$ cat config.mk
export PLATFORM = sky130hd
export DESIGN_NAME = non_restoring_divider
export DESIGN_NICKNAME = d
export VERILOG_FILES = /design/src/rtl/div_pkg.sv /design/src/rtl/div_addsub_stage.sv /design/src/rtl/non_restoring_divider.sv
export SDC_FILE = /design/constraint.sdc
export NUM_CORES = 1
export LEC_CHECK = 0
export ABC_AREA = 0
export CORE_MARGIN = 2
export CORE_UTILIZATION = 45
export DETAILED_ROUTE_END_ITERATION = 16
export GPL_ROUTABILITY_DRIVEN = 0
export PLACE_DENSITY = 0.77
export RECOVER_POWER = 100
export REMOVE_ABC_BUFFERS = 1
export SYNTH_ARGS = -nofsm -noshare
export SYNTH_HDL_FRONTEND = slang
export SYNTH_HIERARCHICAL = 1
export SYNTH_SLANG_ARGS = --single-unit
$ cat constraint.sdc
create_clock -name clock -period 9 [get_ports clock]
set_clock_uncertainty 0.05 [all_clocks]
set_input_delay 1.8 -clock clock [delete_from_list [all_inputs] [get_ports clock]]
set_output_delay 1.8 -clock clock [all_outputs]
set_load 0.05 [all_outputs]
$ cat src/rtl/div_pkg.sv
`default_nettype none
// ============================================================================
// Module      : div_pkg
// Description : Shared types and constants for the non-restoring divider.
// Revision    : 1.0 - initial release
// ============================================================================
package div_pkg;

  // Default operand width of the divider.
  localparam int DIV_WIDTH = 32;

  // Iteration counter width at the default operand width.
  localparam int DIV_CNT_W = $clog2(DIV_WIDTH);

  // Divider control states.
  typedef enum logic [1:0] {
    ST_IDLE = 2'd0,
    ST_RUN  = 2'd1,
    ST_FIX  = 2'd2,
    ST_DONE = 2'd3
  } div_state_t;

  // Iteration counter width for an arbitrary operand width (never below 1).
  function automatic int cnt_width(input int width);
    return (width > 1) ? $clog2(width) : 1;
  endfunction

endpackage
`default_nettype wire

$ cat src/rtl/div_addsub_stage.sv
`default_nettype none
// ============================================================================
// Module      : div_addsub_stage
// Description : Combinational (WIDTH+1)-bit add/subtract of the zero-extended
//               divisor magnitude to the partial remainder.
// Revision    : 1.0 - initial release
// ============================================================================
module div_addsub_stage
  import div_pkg::*;
#(
  parameter int WIDTH = DIV_WIDTH
) (
  input  logic [WIDTH:0]   acc,
  input  logic [WIDTH-1:0] m,
  input  logic             subtract,
  output logic [WIDTH:0]   result
);

  logic [WIDTH:0] m_ext;

  assign m_ext = {1'b0, m};

  // Subtract when the caller requests it, otherwise add.
  always_comb begin
    result = subtract ? (acc - m_ext) : (acc + m_ext);
  end

endmodule
`default_nettype wire

$ cat src/rtl/non_restoring_divider.sv
`default_nettype none
// ============================================================================
// Module      : non_restoring_divider
// Description : Sequential signed/unsigned divider, one non-restoring
//               add-or-subtract step per clock, with start/busy/done handshake.
// Revision    : 1.0 - initial release
// ============================================================================
module non_restoring_divider
  import div_pkg::*;
#(
  parameter int WIDTH = DIV_WIDTH
) (
  input  logic             clock,
  input  logic             clear,
  input  logic             start,
  input  logic             is_signed,
  input  logic [WIDTH-1:0] dividend,
  input  logic [WIDTH-1:0] divisor,
  output logic             busy,
  output logic             done,
  output logic [WIDTH-1:0] quotient,
  output logic [WIDTH-1:0] remainder,
  output logic             div_by_zero
);

  localparam int CNT_W = cnt_width(WIDTH);

  div_state_t       state;
  logic [CNT_W-1:0] cnt;
  logic [WIDTH:0]   acc;      // signed partial remainder A
  logic [WIDTH-1:0] q_reg;    // dividend magnitude shifting into quotient Q
  logic [WIDTH-1:0] m_reg;    // divisor magnitude M
  logic             neg_q;    // quotient must be negated at the end
  logic             neg_r;    // remainder must be negated at the end

  logic [WIDTH-1:0] dividend_mag;
  logic [WIDTH-1:0] divisor_mag;
  logic [WIDTH:0]   shifted_acc;
  logic [WIDTH:0]   stage_in;
  logic             stage_sub;
  logic [WIDTH:0]   stage_out;
  logic [WIDTH:0]   fixed_acc;
  logic [WIDTH-1:0] rem_mag;
  logic [WIDTH-1:0] q_final;
  logic [WIDTH-1:0] r_final;

  // Operand magnitudes; only negative values in signed mode are negated.
  always_comb begin
    dividend_mag = (is_signed && dividend[WIDTH-1]) ? -dividend : dividend;
    divisor_mag  = (is_signed && divisor[WIDTH-1])  ? -divisor  : divisor;
  end

  // Share one adder: RUN steps use the shifted A, FIX uses A for the correction add.
  always_comb begin
    shifted_acc = {acc[WIDTH-1:0], q_reg[WIDTH-1]};
    if (state == ST_FIX) begin
      stage_in  = acc;
      stage_sub = 1'b0;
    end else begin
      stage_in  = shifted_acc;
      stage_sub = ~acc[WIDTH];   // operation chosen by the sign of A before the shift
    end
  end

  div_addsub_stage #(
    .WIDTH(WIDTH)
  ) u_addsub (
    .acc      (stage_in),
    .m        (m_reg),
    .subtract (stage_sub),
    .result   (stage_out)
  );

  // Final correction and sign restoration of quotient and remainder.
  always_comb begin
    fixed_acc = acc[WIDTH] ? stage_out : acc;
    rem_mag   = fixed_acc[WIDTH-1:0];
    q_final   = neg_q ? -q_reg : q_reg;
    r_final   = neg_r ? -rem_mag : rem_mag;
  end

  // Control FSM, iteration datapath and registered outputs.
  always_ff @(posedge clock) begin
    if (clear) begin
      state       <= ST_IDLE;
      cnt         <= '0;
      acc         <= '0;
      q_reg       <= '0;
      m_reg       <= '0;
      neg_q       <= 1'b0;
      neg_r       <= 1'b0;
      busy        <= 1'b0;
      done        <= 1'b0;
      quotient    <= '0;
      remainder   <= '0;
      div_by_zero <= 1'b0;
    end else begin
      case (state)
        ST_IDLE: begin
          done <= 1'b0;
          if (start) begin
            if (divisor == '0) begin
              // Divide by zero finishes immediately without ever raising busy.
              quotient    <= '1;
              remainder   <= dividend;
              div_by_zero <= 1'b1;
              done        <= 1'b1;
              state       <= ST_DONE;
            end else begin
              acc   <= '0;
              q_reg <= dividend_mag;
              m_reg <= divisor_mag;
              neg_q <= is_signed & (dividend[WIDTH-1] ^ divisor[WIDTH-1]);
              neg_r <= is_signed & dividend[WIDTH-1];
              cnt   <= CNT_W'(WIDTH - 1);
              busy  <= 1'b1;
              state <= ST_RUN;
            end
          end
        end
        ST_RUN: begin
          acc   <= stage_out;
          q_reg <= {q_reg[WIDTH-2:0], ~stage_out[WIDTH]};
          if (cnt == '0) begin
            state <= ST_FIX;
          end else begin
            cnt <= cnt - 1'b1;
          end
        end
        ST_FIX: begin
          acc         <= fixed_acc;
          quotient    <= q_final;
          remainder   <= r_final;
          div_by_zero <= 1'b0;
          busy        <= 1'b0;
          done        <= 1'b1;
          state       <= ST_DONE;
        end
        ST_DONE: begin
          done  <= 1'b0;
          state <= ST_IDLE;
        end
        default: begin
          state <= ST_IDLE;
        end
      endcase
    end
  end

endmodule
`default_nettype wire

Yosys cells after proc, flatten, opt, wreduce, memory -nomap -nowiden
Index checks and enable logic that the tools add are counted.
W data, S select, Z words.
{"block": "op_classes", "n_mux": 37, "n_reduce_logical": 16, "addsub": 7, "bitwise_logic": 6, "n_eq_ne": 8}
{"cell": "$mux W32", "count": 10}
{"cell": "$pmux W32 S2", "count": 3}
{"cell": "$mux W33", "count": 5}
{"cell": "$neg A32 Y32", "count": 4}
{"cell": "$pmux W33 S3", "count": 1}
{"cell": "$add A33 B32 Y33", "count": 1}
{"cell": "$sub A33 B32 Y33", "count": 1}
{"cell": "$logic_not A32 Y1", "count": 1}
{"cell": "$mux W5", "count": 3}
{"cell": "$reduce_and A3 Y1", "count": 5}
{"cell": "$ne A2 B2 Y1 const B", "count": 5}
{"cell": "$pmux W5 S2", "count": 1}
{"cell": "$pmux W2 S4", "count": 1}
{"cell": "$mux W1", "count": 7}
{"cell": "$mux W2", "count": 3}
{"cell": "$reduce_bool A3 Y1", "count": 2}
{"cell": "$logic_not A5 Y1", "count": 1}
{"cell": "$sub A5 B1 Y5 const B", "count": 1}
{"cell": "$eq A2 B2 Y1 const B", "count": 2}
{"cell": "$pmux W1 S2", "count": 2}
{"cell": "$reduce_and A4 Y1", "count": 1}
{"cell": "$reduce_bool A2 Y1", "count": 2}
{"cell": "$not A1 Y1", "count": 3}
{"cell": "$pmux W1 S3", "count": 1}
{"cell": "6 further kinds", "count": 8}
{"block": "word_totals", "register_bits": 173, "inputBits": 68, "out_inout_bits": 67, "wordCells": 86}

Longest topological paths before layout
{"block": "logic_depth", "ltp_word": 8, "ltp_mapped": 25, "mapped_depth_nobuf": 22}

Hierarchy
The synthesis kept the hierarchy.
{"mod": "non_restoring_divider", "n_inst": 1, "area_per_inst_um2": 10801.6, "cells_per_inst": 1348}
{"mod": "div_addsub_stage", "n_inst": 1, "area_per_inst_um2": 2612.5, "cells_per_inst": 391}

Worst setup path after synthesis
Ideal clock, no wire load.
{"block": "synth_timing", "path_kind": "register -> register", "from": "register acc[32]", "to": "register remainder[28]", "t_required_ps": 8826, "setup_time_ps": 124, "path_buffers": 7, "path_slack_ps": 2841, "path_stages_with_launch": 24, "t_arrival_ps": 5985, "path_cell_list": "dfxtp_1 clkbuf_1 clkbuf_1 buf_1 buf_2 buf_1 nor2_1 clkbuf_1 clkbuf_1 a21oi_1 xnor2_1 ha_1 a2111o_1 o21ai_1 a21oi_1 o21ai_0 a211o_1 o311ai_0 or3b_2 a22oi_1 or4b_1 o41ai_1 xnor2_1 o21ai_0"}
{"block": "synth_via", "elab_chain_len": 7}
{"element": "from (decl)", "line_no": "non_restoring_divider.sv:30", "text": "logic [WIDTH:0] acc;"}
{"element": "from (signal assigned)", "line_no": "non_restoring_divider.sv:122", "text": "acc <= stage_out;"}
{"element": "from (signal assigned)", "line_no": "non_restoring_divider.sv:131", "text": "acc <= fixed_acc;"}
{"element": "$not A1 Y1", "line_no": "non_restoring_divider.sv:61", "text": "stage_sub = ~acc[WIDTH];"}
{"element": "$mux W1", "line_no": "non_restoring_divider.sv:56", "text": "if (state == ST_FIX) begin"}
{"element": "named net stage_sub", "line_no": "non_restoring_divider.sv:40", "text": "logic stage_sub;"}
{"element": "$mux W33", "line_no": "div_addsub_stage.sv:25", "text": "result = subtract ? (acc - m_ext) : (acc + m_ext);"}
{"element": "named net stage_out[15]", "line_no": "non_restoring_divider.sv:41", "text": "logic [WIDTH:0] stage_out;"}
{"element": "$mux W33", "line_no": "non_restoring_divider.sv:76", "text": "fixed_acc = acc[WIDTH] ? stage_out : acc;"}
{"element": "$neg A32 Y32", "line_no": "non_restoring_divider.sv:79", "text": "r_final = neg_r ? -rem_mag : rem_mag;"}
{"element": "$mux W32", "line_no": "non_restoring_divider.sv:79"}
{"element": "$pmux W32 S2", "line_no": "non_restoring_divider.sv:98", "text": "case (state)"}
{"element": "to (signal assigned)", "line_no": "non_restoring_divider.sv:105", "text": "remainder <= dividend;"}
{"element": "to (signal assigned)", "line_no": "non_restoring_divider.sv:133", "text": "remainder <= r_final;"}
{"element": "to (decl)", "line_no": "non_restoring_divider.sv:22", "text": "output logic [WIDTH-1:0] remainder,"}
The timed path passes the listed nets, and every way through them passes these cells.
A chain may end at the register's enable or synchronous reset.

Worst setup path after layout
{"block": "layout_timing", "from": "register state[0]", "to": "register remainder[24]"}
{"element": "from (decl)", "line_no": "non_restoring_divider.sv:28", "text": "div_state_t state;"}
{"element": "from (signal assigned)", "line_no": "non_restoring_divider.sv:85", "text": "state <= ST_IDLE;"}
{"element": "from (signal assigned)", "line_no": "non_restoring_divider.sv:108", "text": "state <= ST_DONE;"}
{"element": "from (signal assigned)", "line_no": "non_restoring_divider.sv:117", "text": "state <= ST_RUN;"}
{"element": "$eq A2 B2 Y1", "line_no": "non_restoring_divider.sv:56"}
{"element": "$mux W1", "line_no": "non_restoring_divider.sv:56"}
{"element": "named net stage_sub", "line_no": "non_restoring_divider.sv:40"}
{"element": "$mux W33", "line_no": "div_addsub_stage.sv:25"}
{"element": "named net stage_out[10]", "line_no": "non_restoring_divider.sv:41"}
{"element": "$mux W33", "line_no": "non_restoring_divider.sv:76"}
{"element": "$neg A32 Y32", "line_no": "non_restoring_divider.sv:79"}
{"element": "$mux W32", "line_no": "non_restoring_divider.sv:79"}
{"element": "$pmux W32 S2", "line_no": "non_restoring_divider.sv:98"}
The timed path passes the listed nets, and every way through them passes these cells.

==> metrics.md <==
| Metric | Value |
|---|---|
| Root Buffer | clkbuf_16 |
| Status | finished, violations left |
| Die H | 177 um |
| Htree depth | 4 |
| Vias per Instance | 6.07 |
| WS Path Type | reg -> reg |
| Worst skew pair latency | 440 ps |
| Num Clock Sinks | 173 |
| Worst VDD drop | 0.185 mV |
| Pwr per Cell Area | 359 mW/mm2 |
| Synth-to-Final Area Change | 15.3% |
| Min Tclk post-route | 7030 ps |
| Detailed Route Iter0 Violations | 1166 |
| # rows | 63 |
| Violated checks | max-capacitance violations, max-slew violations |
| Reg power frac | 21.7% |
| Synth area leader | dfxtp_1 |
| YS warnings | 6 |
| CP top delay family | compound AO/OA/AOI/OAI gates |
| Area after DPL | 0.0150 mm2 |
| Top cell type's share of synthesized area | 25.8% |
| Post-synth EDFFs | 0 |
| Power share of the combinational group | 65.2% |
| Vias in the first global route | 11921 |
| Final instance area | 0.0155 mm2 |
| Setup crit end kind | flip-flop |
| Max FFs per register | 33 |
| WP buf/inv | 2 |
| CP startpoint kind | flip-flop |
| Sw Ratio | 52.8% |
| Slew @ Worst Pin | 2540 ps |
| Net Switching | 0.00293 W |
| Post-synthesis cell area | 0.0134 mm2 |
| Synth cell count leaders | 182 x a21oi_1, 173 x dfxtp_1, 158 x nand2_1 |
| CTS tree | yes |
| Ant diodes | 0 |
| Clock Power Share | 13.1% |
| Post-DP HPWL | 27.9 mm |
| Grt ovf | 0 |
| Post-Syn Instances | 1739 |
| CP Cell Sequence | inv_1 > ha_1 > nor2_1 > clkbuf_1 > mux2i_1 > fa_1 > a211oi_1 > o21ai_0 > a21o_1 > a21oi_1 > o21ai_0 > xor2_1 > or3b_1 > and2_0 > a2111oi_0 > nand4_1 > mux2_2 > a32o_1 |
| Largest Register | acc |
| Drt first pass iters | 6 |
| Max stage delay on crit path | 970 ps |
| Post-CTS Hold Fix Bufs | 0 |
| Fraction of the cycle the final worst path needs | 78.1% |
| Post-CTS sizing | 0 |
| Post-CTS Setup Bufs | 0 |
| Most frequent cell after synthesis | a21oi_1 |
| Static Leak | 5.74 nW |
| Layout net count | 1902 |
| Routed vias | 13319 |
| CTS clk-pin slew, worst paths | 80 ps |
| Max-cap viol count | 3 |
| Filler cell count | 2810 |
| Top cells by area, synth | dfxtp_1 26%, xnor2_1 7.2%, a21oi_1 6.8% |
| Global-route wire length before repair | 60.5 mm |
| Cell variety after synth | 83 |
| Worst endpoint required time | 9290 ps |
| Crit-path most repeated cell | o21ai_0 |
| Routed wire length | 37.8 mm |
| Global router's overall resource usage | 23.6% |
| RSZ-0062 raised after global routing | false |
| Number of buffers created by CTS | 17 |
| PortBufs | 134 |
| Avg Cell Area, Syn | 7.71 um2 |
| Setup TNS | 0 ps |
| Die Wd | 177 um |
| Die area | 0.0312 mm2 |
| Sequential area share after synthesis | 25.8% |
| Top FF cell, synth | dfxtp_1 |
| Std-Cell Core Area | 0.0295 mm2 |
| HP Class | reg -> reg |
| Critical Path AT | 7320 ps |
| Final setup viols | 0 |
| Yosys reg bits | 173 |
| Ports | 135 |
| Starting Density | 45.5% |
| Post-route ant nets | 0 |
| Largest net degree at the start of global routing | 88 |
| Worst-path fanout max | 34 |
| Maximum achievable frequency | 142 MHz |
| Share of layout cells above drive strength 1 | 6.15% |
| Slowest stage cell, crit path | clkbuf_1 |
| Max-Slew Margin vs Limit | -69.6% |
| Fin. Hold Viols | 0 |
| Int Power | 0.00262 W |
| Fin. max-slew vios | 82 |
| Fraction of registers with async set/reset | 0% |
| Drt wl/cell | 17.2 um |
| Initial antenna violation count | 1 |
| Clock Path Buffers | 2 |
| DRC Markers | 0 |
[cells in the final DEF, fill, tap and decap left out, drive strengths merged, types with 17 or more instances in the layout]
cell type | netlist | layout
a211oi | 24 | 24
a21oi | 182 | 182
a22o | 24 | 24
a31oi | 24 | 24
clkbuf | 105 | 23
clkdlybuf4s50 | 0 | 64
dfxtp | 173 | 173
dlygate4sd3 | 0 | 69
ha | 42 | 42
inv | 43 | 51
mux2 | 37 | 37
mux2i | 55 | 55
nand2 | 158 | 158
nand2b | 25 | 25
nand3 | 35 | 35
nand4 | 18 | 18
nor2 | 108 | 108
nor3 | 44 | 44
nor4 | 21 | 21
o211ai | 22 | 22
o21ai | 147 | 147
o31ai | 29 | 29
o41ai | 17 | 17
or3 | 21 | 21
xnor2 | 110 | 110
xor2 | 61 | 61
[power by group through the flow]
stage	logic (W)	registers [W]	clock network, W
CTS	0.00358	0.00120	0.000736
global route	0.00391	0.00124	0.000770
global placement	0.00347	0.00121	0
detailed placement	0.00355	0.00122	0
floorplan	0.00239	0.00142	0
finish	0.00362	0.00120	0.000731
[cells by family after synthesis]
family,synth area share (%)
AOI/OAI and AO/OA,27.2
xor gates and xnor gates,11.2
adders and majority gates,4.07
buffers and inverters,4.52
DFF,25.8
muxes,7.21
and+or+nand+nor,20.0
[area by class of cell]
class / count / area (um2) / share of cell area (%)
multi-input combinational: 1406 / 9340 / 60.4
sequential: 173 / 3460 / 22.4
timing repair buffer: 150 / 1440 / 9.31
tap: 390 / 488 / 3.16
clock buffer: 18 / 429 / 2.77
inverter: 43 / 161 / 1.04
clock inverter: 14 / 144 / 0.930
[path summary, 6_finish.rpt]
check | from | slack [ps] | cells after the start | end
hold / removal | cnt[4] | 420 | 2 | cnt[4]
setup reg to reg | state[0] | 1970 | 18 | remainder[24]
hold reg to reg | cnt[4] | 420 | 2 | cnt[4]
setup / recovery | state[0] | 1970 | 18 | remainder[24]
[stage by stage]
stage / total power (W) / worst slack [ps] / util, % / hold slack, ps / cells
floorplan: 0.00382 / 1840 / - / 375 / 1622
global placement: 0.00468 / 3620 / 50.7 / 396 / 2162
detailed placement: 0.00477 / 3480 / 50.7 / 405 / 2162
CTS: 0.00552 / 3430 / 52.7 / 416 / 2194
global route: 0.00592 / 1550 / 52.5 / 447 / 2194
finish: 0.00556 / 1970 / 52.5 / 416 / 2194
[per-layer routing]
metal	vias to the layer above	GRT usage (%)	wire length (um)	share of wire, %
met5	-	0	13	0.034
met1	6199	31.6	16700	44
met2	552	39.4	17500	46
met4	2	6.58	610	1.6
met3	52	3.46	2890	7.7
li1	6514	-	-	-
[worst reg2reg max path, delay by kind of cell (launching register included)]
family	cells	cell delay (ps)
buffers and inverters	2	1070
adders and majority gates	2	1160
DFF	1	390
AOI/OAI and AO/OA	7	2180
muxes	2	680
and+or+nand+nor	4	1190
xor gates and xnor gates	1	230
No activity file was read; power rests on OpenSTA's default activity.
